File: config.mk
export PLATFORM = sky130hd
export DESIGN_NAME = periph_reg_arb
export DESIGN_NICKNAME = d
export VERILOG_FILES = /design/src/rtl/periph_reg_arb.sv
export SDC_FILE = /design/constraint.sdc
export NUM_CORES = 1
export LEC_CHECK = 0
export BUFFER_PORTS_ARGS = -buffer_cell sky130_fd_sc_hd__buf_2
export CAP_MARGIN = 20
export CORE_MARGIN = 10
export CORE_UTILIZATION = 50
export DETAILED_ROUTE_END_ITERATION = 7
export PLACE_DENSITY = 0.95
export SYNTH_ARGS = -nofsm -noshare
export SYNTH_HDL_FRONTEND = slang
export SYNTH_SLANG_ARGS = --single-unit
File: constraint.sdc
create_clock -name app_clk -period 3.9 [get_ports app_clk]
set_input_delay 0.39 -clock app_clk [delete_from_list [all_inputs] [get_ports app_clk]]
set_output_delay 0.39 -clock app_clk [all_outputs]
set_load 0.05 [all_outputs]
File: src/rtl/periph_reg_arb.sv
// Round-robin arbiter that shares the peripheral register bus between NUM_REQ requesters.
// It holds each access until the slave acks, or returns ERR_DATA with an error pulse on timeout.
module periph_reg_arb #(
  parameter int          NUM_REQ   = 2,
  parameter int          TO_CYCLES = 255,
  parameter logic [31:0] ERR_DATA  = 32'hDEAD_BEEF
) (
  input  logic                   app_clk,
  input  logic                   reset_n,
  input  logic [NUM_REQ-1:0]     req_cs,
  input  logic [NUM_REQ-1:0]     req_wr,
  input  logic [NUM_REQ*9-1:0]   req_addr,
  input  logic [NUM_REQ*32-1:0]  req_wdata,
  input  logic [NUM_REQ*4-1:0]   req_be,
  output logic [31:0]            req_rdata,
  output logic [NUM_REQ-1:0]     req_ack,
  output logic [NUM_REQ-1:0]     req_err,
  output logic                   reg_cs,
  output logic                   reg_wr,
  output logic [8:0]             reg_addr,
  output logic [31:0]            reg_wdata,
  output logic [3:0]             reg_be,
  input  logic [31:0]            reg_rdata,
  input  logic                   reg_ack,
  output logic                   arb_busy,
  output logic [1:0]             arb_gnt_id
);

  typedef enum logic [1:0] {IDLE = 2'd0, GRANT = 2'd1, RESP = 2'd2} state_t;

  localparam logic [7:0] TO_LAST = 8'(TO_CYCLES - 1);
  localparam logic [1:0] LAST_ID = 2'(NUM_REQ - 1);

  state_t state, state_d;
  logic [1:0]  rr_ptr, rr_ptr_d;
  logic [7:0]  to_cnt, to_cnt_d;

  logic               win_found;
  logic [1:0]         win_id;
  logic               win_wr;
  logic [8:0]         win_addr;
  logic [31:0]        win_wdata;
  logic [3:0]         win_be;
  logic [NUM_REQ-1:0] gnt_onehot;

  logic               reg_cs_d, reg_wr_d, arb_busy_d;
  logic [8:0]         reg_addr_d;
  logic [31:0]        reg_wdata_d, req_rdata_d;
  logic [3:0]         reg_be_d;
  logic [NUM_REQ-1:0] req_ack_d, req_err_d;
  logic [1:0]         arb_gnt_id_d;

  // Two passes give round-robin order: first requesters at or above rr_ptr, then wrap to 0.
  always_comb begin
    win_found = 1'b0;
    win_id    = '0;
    for (int j = 0; j < NUM_REQ; j++) begin
      if (!win_found && req_cs[j] && (2'(j) >= rr_ptr)) begin
        win_found = 1'b1;
        win_id    = 2'(j);
      end
    end
    for (int j = 0; j < NUM_REQ; j++) begin
      if (!win_found && req_cs[j]) begin
        win_found = 1'b1;
        win_id    = 2'(j);
      end
    end
    win_wr    = 1'b0;
    win_addr  = '0;
    win_wdata = '0;
    win_be    = '0;
    for (int j = 0; j < NUM_REQ; j++) begin
      if (2'(j) == win_id) begin
        win_wr    = req_wr[j];
        win_addr  = req_addr[9*j +: 9];
        win_wdata = req_wdata[32*j +: 32];
        win_be    = req_be[4*j +: 4];
      end
    end
    for (int j = 0; j < NUM_REQ; j++) begin
      gnt_onehot[j] = (2'(j) == arb_gnt_id);
    end
  end

  always_comb begin
    state_d      = state;
    rr_ptr_d     = rr_ptr;
    to_cnt_d     = to_cnt;
    reg_cs_d     = reg_cs;
    reg_wr_d     = reg_wr;
    reg_addr_d   = reg_addr;
    reg_wdata_d  = reg_wdata;
    reg_be_d     = reg_be;
    req_rdata_d  = req_rdata;
    req_ack_d    = '0;
    req_err_d    = '0;
    arb_gnt_id_d = arb_gnt_id;
    unique case (state)
      IDLE: begin
        if (win_found) begin
          reg_cs_d     = 1'b1;
          reg_wr_d     = win_wr;
          reg_addr_d   = win_addr;
          reg_wdata_d  = win_wdata;
          reg_be_d     = win_be;
          arb_gnt_id_d = win_id;
          to_cnt_d     = '0;
          state_d      = GRANT;
        end
      end
      GRANT: begin
        // An ack arriving on the expiry cycle still counts as a normal completion.
        if (reg_ack) begin
          reg_cs_d    = 1'b0;
          req_rdata_d = reg_wr ? '0 : reg_rdata;
          req_ack_d   = gnt_onehot;
          state_d     = RESP;
        end else if (to_cnt == TO_LAST) begin
          reg_cs_d    = 1'b0;
          req_rdata_d = ERR_DATA;
          req_ack_d   = gnt_onehot;
          req_err_d   = gnt_onehot;
          state_d     = RESP;
        end else begin
          to_cnt_d = to_cnt + 8'd1;
        end
      end
      RESP: begin
        rr_ptr_d = (arb_gnt_id == LAST_ID) ? 2'd0 : arb_gnt_id + 2'd1;
        state_d  = IDLE;
      end
      default: state_d = IDLE;
    endcase
    arb_busy_d = (state_d != IDLE);
  end

  always_ff @(posedge app_clk or negedge reset_n) begin
    if (!reset_n) begin
      state      <= IDLE;
      rr_ptr     <= '0;
      to_cnt     <= '0;
      reg_cs     <= 1'b0;
      reg_wr     <= 1'b0;
      reg_addr   <= '0;
      reg_wdata  <= '0;
      reg_be     <= '0;
      req_rdata  <= '0;
      req_ack    <= '0;
      req_err    <= '0;
      arb_busy   <= 1'b0;
      arb_gnt_id <= '0;
    end else begin
      state      <= state_d;
      rr_ptr     <= rr_ptr_d;
      to_cnt     <= to_cnt_d;
      reg_cs     <= reg_cs_d;
      reg_wr     <= reg_wr_d;
      reg_addr   <= reg_addr_d;
      reg_wdata  <= reg_wdata_d;
      reg_be     <= reg_be_d;
      req_rdata  <= req_rdata_d;
      req_ack    <= req_ack_d;
      req_err    <= req_err_d;
      arb_busy   <= arb_busy_d;
      arb_gnt_id <= arb_gnt_id_d;
    end
  end

endmodule

Word-level counts from Yosys, hierarchy flattened
Index checks and enable logic that the tools add are counted.
{ "classes": {"add_sub_neg": 2, "n_lt_le_gt_ge": 2, "eq_ne": 10, "mux": 36, "n_reduce_logical": 18} }
{ "op_table": {"columns": ["cell", "n"], "rows": [
  ["two-way mux 32 bit", 5],
  ["two-way mux 8 bit", 3],
  ["two-way mux 2 bit", 11],
  ["two-way mux 9 bit", 2],
  ["one-hot mux 8 bit (2 select lines)", 1],
  ["two-way mux 1 bit", 10],
  ["adder 8 x 1 -> 8 bit (second input constant)", 1],
  ["equality test 8 bit (second input constant)", 1],
  ["two-way mux 4 bit", 2],
  ["zero test 2 bit", 3],
  ["!= test 2 bit (second input constant)", 3],
  ["nonzero test 2 bit", 3],
  ["logical AND 1 bit", 5],
  ["equality test 1 x 2 -> 1 bit (first input constant)", 2],
  ["equality test 2 x 1 -> 1 bit (second input constant)", 2],
  [">= comparator 1 x 2 -> 1 bit (first input constant)", 2],
  ["one-hot mux 2 bit (2 select lines)", 1],
  ["AND reduction 2 bit", 2],
  ["AND reduction 4 bit", 1],
  ["zero test 1 bit", 3],
  ["!= test 3 bit (second input constant)", 1],
  ["AND reduction 3 bit", 1],
  ["adder 2 x 1 -> 2 bit (second input constant)", 1],
  ["equality test 2 bit (second input constant)", 1],
  ["one-hot mux 1 bit (2 select lines)", 1]
]} }
{ "totals": {"regBits": 98, "in_bits": 129, "wordCells": 81} }

Depth between registers and ports, before layout
Gate-level depths: netlist of run 1.
{ "depth": {"word_depth": 16, "depth_mapped": 7, "depth_no_buf": 5} }

Worst setup path after synthesis of run 1
OpenSTA, ideal clock, no wires.
{ "synth_path": {"kind": "reg2reg", "start": "register to_cnt[0]", "end": "register req_rdata[14]", "setup_time_ns": 0.126, "t_arrival_ns": 1.450, "setup_slack_ns": 2.324, "stages_incl_launch_ff": 8, "path_buffers": 2, "period_less_slack_ns": 1.576, "cell_sequence": "dfrtp_1 -> inv_1 -> ha_1 -> and3_1 -> buf_2 -> a21oi_2 -> buf_6 -> a221o_1"} }
{ "synth_via": {"elab_chain_len": 3} }
{ "synth_lines": {"columns": ["item", "line_no", "source"], "rows": [
  ["from (decl)", "36", "logic [7:0] to_cnt, to_cnt_d;"],
  ["from (signal assigned)", "156", "to_cnt <= to_cnt_d;"],
  ["equality test 8 bit", "119", "end else if (to_cnt == TO_LAST) begin"],
  ["nonzero test 2 bit (no source line)", null, null],
  ["AND reduction 2 bit (no source line)", null, null],
  ["to (signal assigned)", "162", "req_rdata <= req_rdata_d;"],
  ["to (decl)", "15", "output logic [31:0] req_rdata,"]
]} }
No other way between the ends.
A chain may end at the register's enable or synchronous reset.

Worst setup path in the final report of run 1
{ "layout_path": {"start": "input port req_cs[1]", "end": "register reg_wdata[15]"} }
{ "layout_via": {"elab_chain_len": 12, "elab_cells_between_ends": 17, "classes_between": "eq/ne (1); mux (8); reduce/logical (8)"} }
{ "layout_lines": {"columns": ["item", "line_no", "source"], "rows": [
  ["from (decl)", "10", "input logic [NUM_REQ-1:0] req_cs,"],
  ["logical AND 1 bit (2 in series)", "58", "if (!win_found && req_cs[j] && (2'(j) >= rr_ptr)) begin"],
  ["two-way mux 1 bit", "58", null],
  ["zero test 1 bit", "64", "if (!win_found && req_cs[j]) begin"],
  ["logical AND 1 bit", "64", null],
  ["two-way mux 1 bit", "64", null],
  ["zero test 1 bit", "64", null],
  ["logical AND 1 bit", "64", null],
  ["two-way mux 2 bit", "64", null],
  ["zero test 2 bit", "74", "if (2'(j) == win_id) begin"],
  ["two-way mux 32 bit (2 in series)", "74", null],
  ["to (signal assigned)", "160", "reg_wdata <= reg_wdata_d;"],
  ["to (decl)", "21", "output logic [31:0] reg_wdata,"]
]} }
Several ways; a longest one is shown, not always the timed one.

==> results of run 1 <==
how the worst min path moves through the flow:
| stage | cells past startpoint | to | start | slack, ns |
|---|---|---|---|---|
| global placement | 1 | reg_cs$_DFFE_PN0P_ | reg_cs$_DFFE_PN0P_ | 0.49 |
| floorplan | 0 | arb_busy$_DFF_PN0_ | reset_n | 0.09 |
| finish | 1 | req_rdata[11]$_DFFE_PN0P_ | reset_n | 0.10 |
| CTS | 1 | req_rdata[10]$_DFFE_PN0P_ | reset_n | 0.12 |
| global route | 1 | req_rdata[7]$_DFFE_PN0P_ | reset_n | 0.15 |
| detailed placement | 1 | to_cnt[6]$_DFFE_PN0P_ | to_cnt[6]$_DFFE_PN0P_ | 0.50 |
report_power, final:
group	internal [mW]	switching (mW)	leakage (nW)
Sequential	1.44	0.372	1.14
Clock	0.256	0.354	0.0879
Combinational	0.848	2.44	1.55
layer usage:
metal,track usage,vias up
li1,-,2258
met1,0.267,2389
met2,0.341,268
met3,0.0846,29
met4,0.0832,0
met5,0,-
synthesized netlist by cell type, types with 2 or more instances:
| cell | count |
|---|---|
| nand2_1 | 4 |
| a31oi_1 | 46 |
| nor2b_1 | 25 |
| and2_1 | 5 |
| buf_2 | 18 |
| ha_1 | 2 |
| a21oi_1 | 46 |
| and3_1 | 3 |
| a221o_1 | 8 |
| o22ai_1 | 24 |
| nand3b_1 | 47 |
| clkbuf_1 | 31 |
| nor2_1 | 29 |
| nor3_1 | 4 |
| nand4_1 | 3 |
| buf_4 | 2 |
| dfrtp_1 | 96 |
| mux2i_1 | 6 |
| nor3b_2 | 2 |
| and2_0 | 3 |
| inv_1 | 4 |
| nand2b_1 | 2 |
| nand3_1 | 2 |
| o21ai_1 | 4 |
| buf_6 | 3 |
| o21ai_0 | 51 |
| a211oi_1 | 24 |
| o211ai_1 | 3 |
sequential cells by signal, summed over array words and instances, names as in the netlist, 2 cells and up:
signal,cells
state,2
reg_be,4
reg_wdata,32
req_err,2
req_rdata,32
to_cnt,8
req_ack,2
reg_addr,9
through the flow:
step | power [mW] | hold WS (ns) | std cells | util | area, um2
global route | 6.05 | 0.148 | 826 | 0.634 | 6140
global placement | 4.97 | 0.492 | 808 | 0.611 | 5910
CTS | 5.71 | 0.122 | 824 | 0.629 | 6090
detailed placement | 5.10 | 0.502 | 808 | 0.611 | 5910
floorplan | 4.27 | 0.0944 | 514 | - | 4900
finish | 5.71 | 0.101 | 826 | 0.634 | 6140
cells by family (layout without fill, tap and decap cells):
logic type / Yosys count / after routing / synth area share
muxes: 6 / 6 / 0.0122
adders and majority gates: 2 / 2 / 0.00510
buffers and inverters: 60 / 239 / 0.0569
and+or+nand+nor: 138 / 138 / 0.176
AOI/OAI and AO/OA: 211 / 211 / 0.259
DFF: 96 / 96 / 0.490
other: 1 / 1 / 0.000765
worst max-delay path: stages:
cell     delay (ns)
buf_2          0.66
nor2_1         0.30
nor2_4         0.88
a31oi_1        0.23
layout by cell type, fill, tap and decap left out, drive strengths merged, types with 2 or more instances in the layout:
master / instances
or2: 2
nand3b: 47
mux2i: 6
nand2: 4
inv: 6
o22ai: 24
a21oi: 47
nand2b: 2
a211oi: 24
nor2: 30
a31oi: 46
clkbuf: 11
and3: 3
ha: 2
nand3: 2
o211ai: 3
nand4: 3
o21ai: 55
a221o: 8
nor3: 4
nor2b: 25
and2: 8
clkinvlp: 2
nor3b: 2
dfrtp: 96
buf: 219
layout make-up:
class	count	area [um2]
repair buffers	219	1150
inverters	4	15.0
well taps	133	166
multi-input cells	358	2230
clock inverters	5	40.0
flip-flops and latches	96	2400
clock buffers	11	141
fillers	805	3540
==> flow_metrics.py, run 1 <==
metrics = {
    "global_route": {
        "grt_pass1_wl_mm": 26.0,
        "gr-total-overflow": 0,
        "grt.total_usage": 0.218,
        "antenna_found_initial": 0,
        "grt_max_degree": 94,
        "grt_pass1_vias": 5126,
    },
    "clock_network": {
        "tritoncts": "done",
        "cts_root_buf": "clkbuf_8",
        "post-cts-setup-buffers": 0,
        "cts_max_level": 3,
        "insertion_delay_ns": 0.36,
        "cts_sinks": 96,
        "cts_buffer_depth": 2,
        "numCtsBuffers": 9,
        "cts_resized": 0,
        "cts_hold_buf": 0,
        "clkTransAtPathRegs_ns": 0.10,
    },
    "synthesis": {
        "syn_area_per_cell_um2": 9.54,
        "async_reset_ff_frac": 1.00,
        "seq_area_frac_synth": 0.490,
        "netlist_area_mm2": 0.00490,
        "synth_seq_cells": 96,
        "syn-num-nets": 645,
        "yosys.area.top_type": "dfrtp_1",
        "synth-main-ff-cell": "dfrtp_1",
        "synth_edf_count": 0,
        "syn_inst": 514,
        "yosysWarnings": 0,
        "synth_cell_type_count": 45,
        "synth_top_area_frac": 0.490,
        "synthTopCellsByArea": "dfrtp_1, nand3b_1, a31oi_1, o21ai_0, a21oi_1",
    },
    "detailed_routing": {
        "drc": 0,
        "dr.pass1.iters": 5,
        "vias_per_cell": 5.99,
        "wl_mm": 16.1,
        "m1WireLength_mm": 6.50,
        "routed.top_layer": "met4",
        "drt-initial-drc-count": 523,
        "dr_wl_met3_mm": 1.71,
        "wl_met2_mm": 7.56,
        "via_count": 4944,
        "wire_per_inst_um": 19.5,
        "drtAntennaViolNets": 0,
    },
    "flow_run": {
        "cap_viol_max_count": 0,
    },
    "sta": {
        "worst_slew_pin_slew_ns": 1.08,
        "max_freq_mhz": 421,
        "min_period_ns": 2.37,
        "slew_violations": 0,
        "fin_tns_setup_ns": 0,
        "fin_skew_ns": 0.0161,
        "setup_ws_ns": 1.53,
        "setup_violations": 0,
        "hold_violations": 0,
        "finalCritPeriodShare": 0.608,
        "relSlewSlack": 0.278,
        "rsz0062_at_grt": "no",
    },
    "setup_path": {
        "worst-path-max-fanout": 49,
        "crit_path_end_kind": "register",
        "r2r_slack_ns": 1.70,
        "r2r.worst_path.cells": 3,
        "cp.required_ns": 4.06,
        "rr_startpoint": "state[0]$_DFF_PN0_",
        "critPathLaunch": "req_cs[1]",
        "cp_data_arrival_time_ns": 2.53,
        "crit_path_start_kind": "primary input",
        "crit_end": "reg_wdata[15]$_DFFE_PN0P_",
        "setup.worst_path.class": "in2reg",
        "r2r-end": "reg_wdata[15]$_DFFE_PN0P_",
    },
    "floorplanning": {
        "pin_count": 215,
        "row_count": 36,
        "initial_core_util": 0.506,
        "core_mm2": 0.00968,
        "die_area_mm2": 0.0142,
        "die_w_um": 119,
        "die_y_um": 119,
    },
    "cells_and_area": {
        "area_growth_pct": 25.3,
        "nets": 819,
        "drive_above_1_share": 0.349,
        "diodes": 0,
    },
    "placement": {
        "io_buffers": 213,
        "place_ws_ns": 1.19,
        "hpwl_mm": 11.5,
        "gp_congestion": 0.882,
    },
    "power": {
        "p_leak_nw": 2.78,
        "power_density_mw_per_mm2": 930,
        "peakVddDrop_mv": 0.556,
    },
    "hold_path": {
        "hp-class": "in2async",
    },
    "status": {
        "status": "complete, no violations",
    },
}
(Power assumes the default switching activity.)
==> inputs of run 2 (changes only) <==
--- a/config.mk
+++ b/config.mk
@@ -8,9 +8,9 @@
 export BUFFER_PORTS_ARGS = -buffer_cell sky130_fd_sc_hd__buf_2
 export CAP_MARGIN = 20
 export CORE_MARGIN = 10
-export CORE_UTILIZATION = 50
+export CORE_UTILIZATION = 48
 export DETAILED_ROUTE_END_ITERATION = 7
-export PLACE_DENSITY = 0.95
+export PLACE_DENSITY = 0.93
 export SYNTH_ARGS = -nofsm -noshare
 export SYNTH_HDL_FRONTEND = slang
 export SYNTH_SLANG_ARGS = --single-unit
==> constraint.sdc (replaced) <==
create_clock -name app_clk -period 2.2 [get_ports app_clk]
set_input_delay 0.22 -clock app_clk [delete_from_list [all_inputs] [get_ports app_clk]]
set_output_delay 0.22 -clock app_clk [all_outputs]
set_load 0.05 [all_outputs]
==> run 2 against run 1 <==
Sequential share of layout area down 0.46 points. Critical path depth decreased by 1. Hold slack worse by 0.0080 ns. Final cell count up 1.1%. Combinational power is 81% higher. Setup slack worse by 1.1 ns. Register-to-register slack worse by 1.3 ns. Critical path type is now reg2reg. Critical endpoint is now req_rdata[8]$_DFFE_PN0P_.
==> flow_metrics.py, run 2 (same netlist as run 1, synthesis figures left out) <==
metrics = {
    "floorplanning": {
        "core_mm2": 0.00986,
        "die_y_um": 121,
        "initial_core_util": 0.497,
        "row_count": 36,
        "die_area_mm2": 0.0147,
        "die_w_um": 121,
        "pin_count": 215,
    },
    "power": {
        "power_density_mw_per_mm2": 1650,
        "p_leak_nw": 2.83,
        "seqPwrFrac": 0.303,
        "peakVddDrop_mv": 1.01,
        "power.switching_mw": 5.61,
        "clkPwrFrac": 0.115,
        "swShare": 0.546,
        "p_int_mw": 4.66,
        "power_frac_comb": 0.582,
    },
    "clock_network": {
        "cts_max_level": 3,
        "cts_buffer_depth": 2,
        "clkTransAtPathRegs_ns": 0.10,
        "tritoncts": "done",
        "cts_root_buf": "clkbuf_8",
        "post-cts-setup-buffers": 0,
        "cts_sinks": 96,
        "insertion_delay_ns": 0.35,
        "numCtsBuffers": 9,
        "cts_hold_buf": 1,
        "cts_resized": 0,
    },
    "global_route": {
        "grt_pass1_vias": 5018,
        "use_met1": 0.249,
        "grt_max_degree": 64,
        "antenna_found_initial": 1,
        "gr-total-overflow": 0,
        "top_usage_layer": "met2",
        "grt_pass1_wl_mm": 25.3,
        "grt.total_usage": 0.208,
        "grt_use_met2": 0.328,
        "grt_use_met3": 0.0917,
    },
    "sta": {
        "relSlewSlack": 0.407,
        "min_period_ns": 1.77,
        "slew_violations": 0,
        "hold_violations": 0,
        "max_freq_mhz": 565,
        "rsz0062_at_grt": "no",
        "setup_violations": 0,
        "worst_slew_pin_slew_ns": 0.889,
        "setup_ws_ns": 0.429,
        "fin_skew_ns": 0.00919,
        "fin_tns_setup_ns": 0,
        "finalCritPeriodShare": 0.805,
    },
    "detailed_routing": {
        "drtAntennaViolNets": 0,
        "drc": 0,
        "wl_mm": 15.8,
        "vias_per_cell": 5.92,
        "wire_per_inst_um": 19.0,
        "drt-initial-drc-count": 484,
        "dr.pass1.iters": 5,
        "via_count": 4946,
    },
    "cells_and_area": {
        "reg_top3": "reg_wdata x32, req_rdata x32, reg_addr x9",
        "multiInputGateArea_mm2": 0.00223,
        "stdcell_count": 835,
        "final_common_cell": "buf_2",
        "layout_common_cells": "buf_2, dfrtp_1, o21ai_0, nand3b_1",
        "area_growth_pct": 26.7,
        "stdcell_area_mm2": 0.00621,
        "register_area_mm2": 0.00240,
        "nFillCells": 826,
        "nets": 828,
        "drive_above_1_share": 0.357,
    },
    "placement": {
        "place_area_mm2": 0.00600,
        "io_buffers": 213,
        "place_inst": 818,
        "place_ws_ns": 0.430,
        "gp_congestion": 0.854,
        "hpwl_mm": 11.7,
    },
    "setup_path": {
        "crit_path_end_kind": "register",
        "setup.worst_path.class": "reg2reg",
        "cp.required_ns": 2.49,
        "cp_data_arrival_time_ns": 2.06,
        "worst-path-max-fanout": 14,
        "crit_path_start_kind": "register",
    },
    "status": {
        "status": "complete, no violations",
    },
    "flow_run": {
        "cap_viol_max_count": 0,
    },
    "hold_path": {
        "hp-class": "in2reg",
    },
}
-- run 2: cell types whose count changed in the layout (fill, tap and decap cells not counted), sizes merged --
| cell | before | now |
|---|---|---|
| diode | 0 | 1 |
| clkbuf | 11 | 10 |
| bufinv | 0 | 1 |
| dlygate4sd3 | 0 | 1 |
| clkinvlp | 2 | 1 |
| buf | 219 | 227 |
-- run 2: cell type report --
cell class	count	area share
clock inverter	5	0.0103
antenna	1	0.000403
tap	133	0.0268
sequential	96	0.387
multi-input combinational	358	0.359
clock buffer	10	0.0221
timing repair buffer	228	0.192
inverter	4	0.00242
-- run 2: critical path: stages (launching register included) --
cell	delay (ns)
dfrtp_1	0.49
nand2b_1	0.41
nor3b_2	0.56
a221o_1	0.25
-- run 2: path summary, 6_finish.rpt --
kind                                    start                   endpoint  slack (ns)  cells after the start
hold / removal                  reg_rdata[24]  req_rdata[24]$_DFFE_PN0P_        0.09                      2
min in group asynchronous             reset_n   req_rdata[2]$_DFFE_PN0P_        0.36                      2
setup reg to reg           state[1]$_DFF_PN0_   req_rdata[8]$_DFFE_PN0P_        0.43                      3
hold reg to reg            reg_cs$_DFFE_PN0P_         reg_cs$_DFFE_PN0P_        0.49                      1
setup / recovery           state[1]$_DFF_PN0_   req_rdata[8]$_DFFE_PN0P_        0.43                      3
max in group asynchronous             reset_n      reg_be[3]$_DFFE_PN0P_        1.14                      3
-- run 2: power by group through the flow --
| stage | combinational, mW | clock (mW) | sequential, mW |
|---|---|---|---|
| after CTS | 5.99 | 1.21 | 3.10 |
| final | 5.97 | 1.18 | 3.11 |
| after detailed placement | 6.00 | 0 | 3.11 |
| after floorplan | 1.94 | 0 | 5.63 |
| after global routing | 6.36 | 1.28 | 3.21 |
| after global placement | 5.84 | 0 | 3.07 |
-- run 2: through the flow --
step | total power, mW | util | hold WS [ns]
floorplan | 7.57 | - | -0.0756
global placement | 8.91 | 0.608 | 0.190
detailed placement | 9.11 | 0.608 | 0.201
CTS | 10.3 | 0.630 | 0.0689
global route | 10.9 | 0.630 | 0.0812
finish | 10.3 | 0.630 | 0.0931
-- run 2: routing by layer --
layer  vias up  part of all wire
met4         0             0.015
met2       279              0.46
li1       2280                 -
met5         -                 0
met1      2368              0.41
met3        19              0.12
==> inputs of run 3 (changes only) <==
--- a/config.mk
+++ b/config.mk
@@ -8,9 +8,9 @@
 export BUFFER_PORTS_ARGS = -buffer_cell sky130_fd_sc_hd__buf_2
 export CAP_MARGIN = 20
 export CORE_MARGIN = 10
-export CORE_UTILIZATION = 48
+export CORE_UTILIZATION = 43
 export DETAILED_ROUTE_END_ITERATION = 7
-export PLACE_DENSITY = 0.93
+export PLACE_DENSITY = 0.89
 export SYNTH_ARGS = -nofsm -noshare
 export SYNTH_HDL_FRONTEND = slang
 export SYNTH_SLANG_ARGS = --single-unit
==> constraint.sdc (replaced) <==
create_clock -name app_clk -period 1.5 [get_ports app_clk]
set_input_delay 0.15 -clock app_clk [delete_from_list [all_inputs] [get_ports app_clk]]
set_output_delay 0.15 -clock app_clk [all_outputs]
set_load 0.05 [all_outputs]
==> run 3 against run 2 <==
Clock power rose by 110%. Die area rose by 9.7%. Final cell count up 3.4%. Via count up 0.79%. Clock skew up 0.0036 ns. Global-route usage fell by 1.6 points. Critical path depth down 1. Hold slack got worse by 0.056 ns. First-iteration DRC count fell by 7.9%. Highest routed layer unchanged. Sequential power increased by 47%. Sequential share of layout area is 2.6 points lower.
==> flow_metrics.py, run 3 (same netlist as run 1, synthesis figures left out) <==
metrics = {
    "cells_and_area": {
        "layout_common_cells": "buf_2, dfrtp_1, o21ai_0, nand3b_1",
        "final_common_cell": "buf_2",
        "diodes": 0,
        "nets": 849,
        "stdcell_area_mm2": 0.00666,
        "drive_above_1_share": 0.390,
        "nFillCells": 916,
        "stdcell_count": 863,
        "area_growth_pct": 35.9,
        "reg_top3": "reg_wdata x32, req_rdata x32, reg_addr x9",
    },
    "global_route": {
        "antenna_found_initial": 0,
        "grt_pass1_wl_mm": 26.0,
        "gr-total-overflow": 0,
        "grt_pass1_vias": 4967,
        "grt_max_degree": 80,
        "grt.total_usage": 0.192,
    },
    "hold_path": {
        "hp-class": "in2reg",
        "hp-start": "reg_rdata[29]",
        "holdPathEnd": "req_rdata[29]$_DFFE_PN0P_",
        "hold_path_depth": 2,
    },
    "power": {
        "p_int_mw": 7.74,
        "clkPwrFrac": 0.151,
        "power.switching_mw": 8.62,
        "power_frac_comb": 0.569,
        "swShare": 0.527,
        "power_density_mw_per_mm2": 2460,
        "seqPwrFrac": 0.280,
        "p_leak_nw": 3.03,
        "peakVddDrop_mv": 1.38,
    },
    "floorplanning": {
        "core_mm2": 0.0110,
        "die_w_um": 127,
        "row_count": 38,
        "die_area_mm2": 0.0161,
        "initial_core_util": 0.446,
        "pin_count": 215,
        "die_y_um": 127,
    },
    "setup_path": {
        "crit_path_end_kind": "primary output",
        "r2r_slack_ns": 0.05,
        "cp.required_ns": 1.35,
        "setup.worst_path.class": "reg2out",
        "r2r-end": "reg_wdata[2]$_DFFE_PN0P_",
        "worst-path-max-fanout": 26,
        "cp_data_arrival_time_ns": 1.31,
        "crit_path_start_kind": "register",
        "cpPeakStageDelay_ns": 0.46,
        "rr_startpoint": "state[0]$_DFF_PN0_",
        "cpMaxStageDelayCell": "dfrtp_1",
        "path_cells": "buf_6, buf_4",
        "r2r.worst_path.cells": 4,
    },
    "sta": {
        "fin_skew_ns": 0.0128,
        "min_period_ns": 1.46,
        "hold_violations": 0,
        "setup_violations": 0,
        "finalCritPeriodShare": 0.973,
        "fin_hold_ws_ns": 0.0370,
        "rsz0062_at_grt": "yes",
        "fin_tns_setup_ns": 0,
        "max_freq_mhz": 685,
        "slew_violations": 0,
    },
    "clock_network": {
        "clkTransAtPathRegs_ns": 0.08,
        "cts_max_level": 3,
        "cts_root_buf": "clkbuf_16",
        "cts_buffer_depth": 2,
        "tritoncts": "done",
        "cts_sinks": 96,
        "numCtsBuffers": 9,
        "insertion_delay_ns": 0.34,
    },
    "detailed_routing": {
        "wire_per_inst_um": 19.4,
        "drt-initial-drc-count": 446,
        "drtAntennaViolNets": 0,
        "wl_mm": 16.8,
        "via_count": 4985,
        "dr.pass1.iters": 4,
        "drc": 0,
        "vias_per_cell": 5.78,
    },
    "flow_run": {
        "cap_viol_max_count": 0,
    },
    "placement": {
        "hpwl_mm": 12.0,
        "place_inst": 844,
        "place_area_mm2": 0.00622,
        "io_buffers": 213,
        "gp_congestion": 0.855,
    },
    "status": {
        "status": "complete, no violations",
    },
}
-- run 3: changes by cell type in the layout (fill, tap and decap cells not counted), moves of 3 or more --
cell       change
clkbuf_16     +11
a211oi_1       -4
buf_12         +4
a211oi_2       +4
inv_8          +3
buf_4         +14
clkbuf_8      -10
-- run 3: how the worst max path moves through the flow --
stage,start,to,slack [ns]
after floorplan,to_cnt[0]$_DFFE_PN0P_,req_rdata[14]$_DFFE_PN0P_,-0.02
after global placement,to_cnt[0]$_DFFE_PN0P_,req_rdata[20]$_DFFE_PN0P_,0.1
after detailed placement,state[1]$_DFF_PN0_,req_rdata[4]$_DFFE_PN0P_,0.04
after CTS,reg_wr$_DFFE_PN0P_,reg_wr,0.01
after global routing,to_cnt[1]$_DFFE_PN0P_,req_rdata[2]$_DFFE_PN0P_,-0.00005
final,reg_wr$_DFFE_PN0P_,reg_wr,0.04
-- run 3: through the flow --
step / total power, mW / worst slack [ns] / util
2_1_floorplan: 11.1 / -0.0154 / -
3_3_place_gp: 13.4 / 0.0957 / 0.566
3_5_place_dp: 13.6 / 0.0388 / 0.566
4_1_cts: 16.1 / 0.0132 / 0.597
5_1_grt: 17.2 / -0.0000480 / 0.607
6_report: 16.4 / 0.0408 / 0.607
-- run 3: routing by layer --
layer / global-route usage / wire [um]
met2: 0.293 / 7780
met5: 0 / 0
met1: 0.234 / 6490
met4: 0.0616 / 319
met3: 0.0937 / 2180
-- run 3: power by group through the flow --
stage | Clock [mW] | Combinational (mW) | Sequential, mW
global placement | 0 | 8.94 | 4.47
detailed placement | 0 | 9.10 | 4.53
finish | 2.47 | 9.32 | 4.57
floorplan | 0 | 2.84 | 8.26
global route | 2.63 | 9.87 | 4.70
CTS | 2.51 | 9.10 | 4.51
-- run 3: cell type report --
class	count	area [um2]	share of cell area
clock buffer	9	225	0.0338
clock inverter	7	97.6	0.0146
inverter	4	15.0	0.00225
multi-input combinational	358	2300	0.345
sequential	96	2400	0.361
tap	140	175	0.0263
timing repair buffer	249	1450	0.217
-- run 3: repair_timing --
action | in CTS | in global routing
endpoints found under the setup margin | 1 | 18
hold buffers | 1 | 0
pin swaps | 0 | 4
resized for setup | 1 | 12
cloned | 0 | 2
buffers inserted | 0 | 0
hold endpoints to repair | 27 | 0
-- run 3: critical path: cells and delay by family, from the launching register on --
kind | cells | cell delay [ns]
flip-flops | 1 | 0.46
buffers and inverters | 2 | 0.50
